==> src/rtl/btn_debouncer_bank.sv <==
// btn_debouncer_bank
//   A bank of independent push-button conditioners. Each channel has a
//   two-stage synchroniser, a symmetric debounce counter, click/release edge
//   pulses, a saturating long-press detector and (optionally) auto-repeat.
//   All counters and synchronisers advance only on ce ticks; one-cycle pulses
//   are re-evaluated every clk, so they always clear after one cycle.
//
// Optional feature macro: BTN_DEBOUNCER_AUTOREPEAT_EN
//   defined   -> auto-repeat counter and btn_repeat pulses are built
//   undefined -> btn_repeat is tied to 0 and no repeat counter exists
//
// Ports
//   clk            in   clock, rising edge
//   rst            in   synchronous active-high reset
//   ce             in   sample tick / clock enable
//   btn            in   raw button levels, 1 = pressed
//   btn_debounced  out  debounced level per channel
//   btn_click      out  one-clk pulse on debounced 0->1
//   btn_release    out  one-clk pulse on debounced 1->0
//   btn_long       out  one-clk pulse when a press reaches 2^LONG_WIDTH-1 ticks
//   btn_repeat     out  one-clk auto-repeat pulses (feature macro)
//   any_pressed    out  registered OR of btn_debounced
module btn_debouncer_bank #(
  parameter int CHANNELS      = 4,
  parameter int COUNTER_WIDTH = 2,
  parameter int LONG_WIDTH    = 8,
  parameter int REPEAT_WIDTH  = 4
) (
  input  logic                clk,
  input  logic                rst,
  input  logic                ce,
  input  logic [CHANNELS-1:0] btn,
  output logic [CHANNELS-1:0] btn_debounced,
  output logic [CHANNELS-1:0] btn_click,
  output logic [CHANNELS-1:0] btn_release,
  output logic [CHANNELS-1:0] btn_long,
  output logic [CHANNELS-1:0] btn_repeat,
  output logic                any_pressed
);

  logic [CHANNELS-1:0]      sync0_q, sync0_d;
  logic [CHANNELS-1:0]      sync1_q, sync1_d;
  logic [CHANNELS-1:0]      state_q, state_d;
  logic [CHANNELS-1:0]      click_q, click_d;
  logic [CHANNELS-1:0]      release_q, release_d;
  logic [CHANNELS-1:0]      long_q, long_d;
  logic                     any_q, any_d;
  logic [COUNTER_WIDTH-1:0] cnt_q [CHANNELS];
  logic [COUNTER_WIDTH-1:0] cnt_d [CHANNELS];
  logic [LONG_WIDTH-1:0]    lcnt_q [CHANNELS];
  logic [LONG_WIDTH-1:0]    lcnt_d [CHANNELS];
`ifdef BTN_DEBOUNCER_AUTOREPEAT_EN
  logic [CHANNELS-1:0]      repeat_q, repeat_d;
  logic [REPEAT_WIDTH-1:0]  rcnt_q [CHANNELS];
  logic [REPEAT_WIDTH-1:0]  rcnt_d [CHANNELS];
`endif

  always_comb begin
    sync0_d   = sync0_q;
    sync1_d   = sync1_q;
    state_d   = state_q;
    cnt_d     = cnt_q;
    lcnt_d    = lcnt_q;
    click_d   = '0;
    release_d = '0;
    long_d    = '0;
    // Registered from the current state, so it trails btn_debounced by one clk.
    any_d     = |state_q;
`ifdef BTN_DEBOUNCER_AUTOREPEAT_EN
    rcnt_d    = rcnt_q;
    repeat_d  = '0;
`endif
    for (int c = 0; c < CHANNELS; c++) begin
      if (ce) begin
        sync0_d[c] = btn[c];
        sync1_d[c] = sync0_q[c];

        // Symmetric debounce: count disagreeing ticks, toggle on the tick
        // after the counter is already all-ones (so the counter never wraps).
        if (sync1_q[c] != state_q[c]) begin
          if (&cnt_q[c]) begin
            state_d[c]   = ~state_q[c];
            cnt_d[c]     = '0;
            click_d[c]   = ~state_q[c];
            release_d[c] = state_q[c];
          end else begin
            cnt_d[c] = cnt_q[c] + COUNTER_WIDTH'(1);
          end
        end else begin
          cnt_d[c] = '0;
        end

        // Long-press: saturating, so the pulse fires only once per press.
        if (!state_q[c] || release_d[c]) begin
          lcnt_d[c] = '0;
        end else if (!(&lcnt_q[c])) begin
          lcnt_d[c] = lcnt_q[c] + LONG_WIDTH'(1);
          long_d[c] = &lcnt_d[c];
        end

`ifdef BTN_DEBOUNCER_AUTOREPEAT_EN
        // Repeat counter only runs once the long-press counter has saturated;
        // it wraps freely, pulsing each time it passes all-ones.
        if (!state_q[c] || release_d[c] || !(&lcnt_q[c])) begin
          rcnt_d[c] = '0;
        end else begin
          rcnt_d[c]   = rcnt_q[c] + REPEAT_WIDTH'(1);
          repeat_d[c] = &rcnt_q[c];
        end
`endif
      end
    end
  end

  always_ff @(posedge clk) begin
    if (rst) begin
      sync0_q   <= '0;
      sync1_q   <= '0;
      state_q   <= '0;
      click_q   <= '0;
      release_q <= '0;
      long_q    <= '0;
      any_q     <= 1'b0;
      cnt_q     <= '{default: '0};
      lcnt_q    <= '{default: '0};
`ifdef BTN_DEBOUNCER_AUTOREPEAT_EN
      repeat_q  <= '0;
      rcnt_q    <= '{default: '0};
`endif
    end else begin
      sync0_q   <= sync0_d;
      sync1_q   <= sync1_d;
      state_q   <= state_d;
      click_q   <= click_d;
      release_q <= release_d;
      long_q    <= long_d;
      any_q     <= any_d;
      cnt_q     <= cnt_d;
      lcnt_q    <= lcnt_d;
`ifdef BTN_DEBOUNCER_AUTOREPEAT_EN
      repeat_q  <= repeat_d;
      rcnt_q    <= rcnt_d;
`endif
    end
  end

  assign btn_debounced = state_q;
  assign btn_click     = click_q;
  assign btn_release   = release_q;
  assign btn_long      = long_q;
  assign any_pressed   = any_q;
`ifdef BTN_DEBOUNCER_AUTOREPEAT_EN
  assign btn_repeat    = repeat_q;
`else
  assign btn_repeat    = '0;
`endif

endmodule

==> config.mk <==
export PLATFORM = sky130hd
export DESIGN_NAME = btn_debouncer_bank
export DESIGN_NICKNAME = d
export VERILOG_FILES = /design/src/rtl/btn_debouncer_bank.sv
export SDC_FILE = /design/constraint.sdc
export NUM_CORES = 1
export LEC_CHECK = 0
export ABC_AREA = 0
export CORE_UTILIZATION = 62
export DETAILED_ROUTE_END_ITERATION = 8
export GPL_TIMING_DRIVEN = 0
export PLACE_DENSITY = 0.88
export SKIP_CTS_REPAIR_TIMING = 1
export SLEW_MARGIN = 20
export SYNTH_ARGS = -nofsm -noshare
export SYNTH_HDL_FRONTEND = slang
export SYNTH_SLANG_ARGS = --single-unit
export TNS_END_PERCENT = 10
==> constraint.sdc <==
create_clock -name clk -period 2.76 [get_ports clk]
set_input_delay 0.552 -clock clk [delete_from_list [all_inputs] [get_ports clk]]
set_output_delay 0.552 -clock clk [all_outputs]
set_load 0.01 [all_outputs]
==> impl_metrics.yaml <==
run_status:
  status: "completed"
floorplan:
  rows: 25
  die_w_um: 74.12
  core_sq_mm: 0.004848
  die_area_sq_mm: 0.005493
  fp.dieH_um: 74.12
  io_pins: 28
  start_util_pct: 66.50
finish:
  layout.nets: 409
  nFillCells: 340
  drive_gt1_share_pct: 11.90
  diodes: 0
  final_area_sq_mm: 0.003732
  syn_to_final_growth_pct: 15.75
clock_tree:
  clk_latency_ps: 350
  clk_pin_slew_ps: 70
  cts.sinks: 65
  cts_tree: "done"
  htree_levels: 3
  cts_buffer_depth: 2
  cts_root_buffer: "clkbuf_8"
  cts_made_buffers: 9
pwr:
  p_per_area_mw_per_mm2: 489.2
  ir_drop_uv: 401.8
  p_leak_nw: 1.368
synth:
  synth_area_sq_mm: 0.003224
  yosysSeqAreaShare_pct: 40.36
  synth_top_cell_area_share_pct: 40.36
  syn_avg_cell_area_sq_um: 9.108
  yosys_register_bits: 65
  synth-async-reset-ratio_pct: 0
  yosys.cell_types.count: 52
  synth_area_leaders: "dfxtp_1, ha_1, mux2i_1"
  synthMostInstantiatedCell: "dfxtp_1"
  synth.largest_area_cell: "dfxtp_1"
  synth_edf_count: 0
  ys.flop_type: "dfxtp_1"
  yosysWarnings: 0
  synth_cells: 354
  synth_common_cells: "dfxtp_1, nand2_1, nand3_1, nor2_1, a21oi_1"
global_route:
  grt_overflow: 0
  grt_max_degree: 11
  grt_pass1_vias: 2722
  busiest_layer: "met2"
  gr-usage-met3_pct: 6.369
  grtUsageTotal_pct: 30.79
  met1_usage_pct: 40.66
  antenna_found_initial: 0
  grt.met2_usage_pct: 47.07
  grt_pass1_wl_um: 12670
timing:
  period_minus_slack_ps: 2120
  setup_tns_ps: 0
  finalMaxSlewViolations: 0
  slew_headroom_pct: 47.06
  clock.fmax_ghz: 0.4716
  whs_ps: 491.1
  worst_pin_slew_ps: 791.2
  clock_skew_ps: 11.05
  finalSetupViolCount: 0
  hold_viol: 0
  rsz0062_at_grt: "false"
  period_share_pct: 76.83
worst_setup_path:
  crit_type: "input pin to register"
  critPathRequiredTime_ps: 3000
  worstPathArrival_ps: 2360
  worstPathMaxFanout: 8
  crit_path_end_kind: "register"
  critPathLaunchType: "input pin"
placed_design:
  portBuffers: 22
  dp_hpwl_um: 5121
  postPlaceCellArea_sq_mm: 0.003540
  gp_congestion: 0.9131
detailed_routing:
  dr.first_iter.drc_count: 265
  via_count: 2986
  viasPerCell: 6.463
  ant_nets: 0
  drc: 0
  wl_per_cell_um: 16.69
  firstDrtPassIters: 5
  wl_um: 7709
run:
  cap_violations: 0
min_path:
  min_path_type: "register to register"
path summary, 6_finish.rpt:
path	from	end	slack [ps]	cells past startpoint
max	ce	btn_long[3]$_SDFF_PP0_	640	5
min	cnt_q[3]$_SDFFE_PP0P_	cnt_q[3]$_SDFFE_PP0P_	490	2
max reg2reg	lcnt_q[25]$_SDFFE_PP0P_	lcnt_q[27]$_SDFFE_PP0P_	980	5
min reg2reg	cnt_q[3]$_SDFFE_PP0P_	cnt_q[3]$_SDFFE_PP0P_	490	2
power by group:
group | switching, mW | internal [mW] | total (mW)
clock network | 0.361 | 0.422 | 0.783
registers | 0.00639 | 0.944 | 0.950
logic | 0.0622 | 0.0304 | 0.0926
final cells by class:
| type | instances | area (sq um) | share of cell area, % |
|---|---|---|---|
| well taps | 67 | 83.83 | 2.246 |
| clock inverters | 2 | 10.01 | 0.2682 |
| plain buffers | 22 | 116.4 | 3.118 |
| flip-flops and latches | 65 | 1301 | 34.86 |
| clock buffers | 14 | 182.7 | 4.894 |
| multi-input cells | 256 | 1765 | 47.30 |
| repair buffers | 22 | 220.2 | 5.900 |
| inverters | 14 | 52.55 | 1.408 |
layout by cell type (no fill, tap or decap), types with 6 or more instances in the layout:
master           instances
a21oi_1                 19
clkbuf_8                13
a211oi_1                13
dfxtp_1                 65
nand3_1                 23
a31oi_1                  6
mux2i_1                 13
nor4_1                   6
nor2_1                  23
ha_1                    12
o2111ai_1                7
nor3b_1                 10
clkbuf_1                 6
xor2_1                   7
inv_1                   12
buf_2                   12
clkdlybuf4s50_1         22
nand2_1                 28
state kept, by name, indices dropped and copies added, names as in the netlist:
signal         flops
lcnt_q            32
cnt_q              8
btn_click          4
btn_debounced      4
btn_long           4
btn_release        4
sync0_q            4
sync1_q            4
any_pressed        1
cell families (layout without fill, tap and decap cells):
group	Yosys count	after routing	synth area share [%]
simple gates	123	123	21.03
compound gates	92	92	21.30
flops	65	65	40.36
buf+inv	36	74	5.239
mux	13	13	4.036
fa+ha+maj	12	12	4.656
xor+xnor	12	12	3.260
other cells	1	4	0.1163
per-layer routing:
| layer | vias up | share of wire, % |
|---|---|---|
| met5 | - | 0 |
| met4 | 0 | 2.2 |
| met3 | 22 | 8.7 |
| met2 | 166 | 47 |
| met1 | 1405 | 42 |
| li1 | 1393 | - |
critical path, stage by stage:
cell,delay (ps)
clkdlybuf4s50_1,660
inv_2,70
nor2_1,630
nand4_1,160
nor4b_1,290
per-stage QoR:
stage / instances / total power, mW / setup WS, ps / util, %
final: 462 / 1.826 / 639.5 / 76.98
after floorplan: 357 / 1.029 / 1271 / -
after global routing: 462 / 1.867 / 573.4 / 76.98
after global placement: 446 / 1.059 / 347.6 / 73.01
after detailed placement: 446 / 1.061 / 368.6 / 73.01
after CTS: 462 / 1.823 / 706.3 / 76.98
Power figures use the tool's default switching activity.
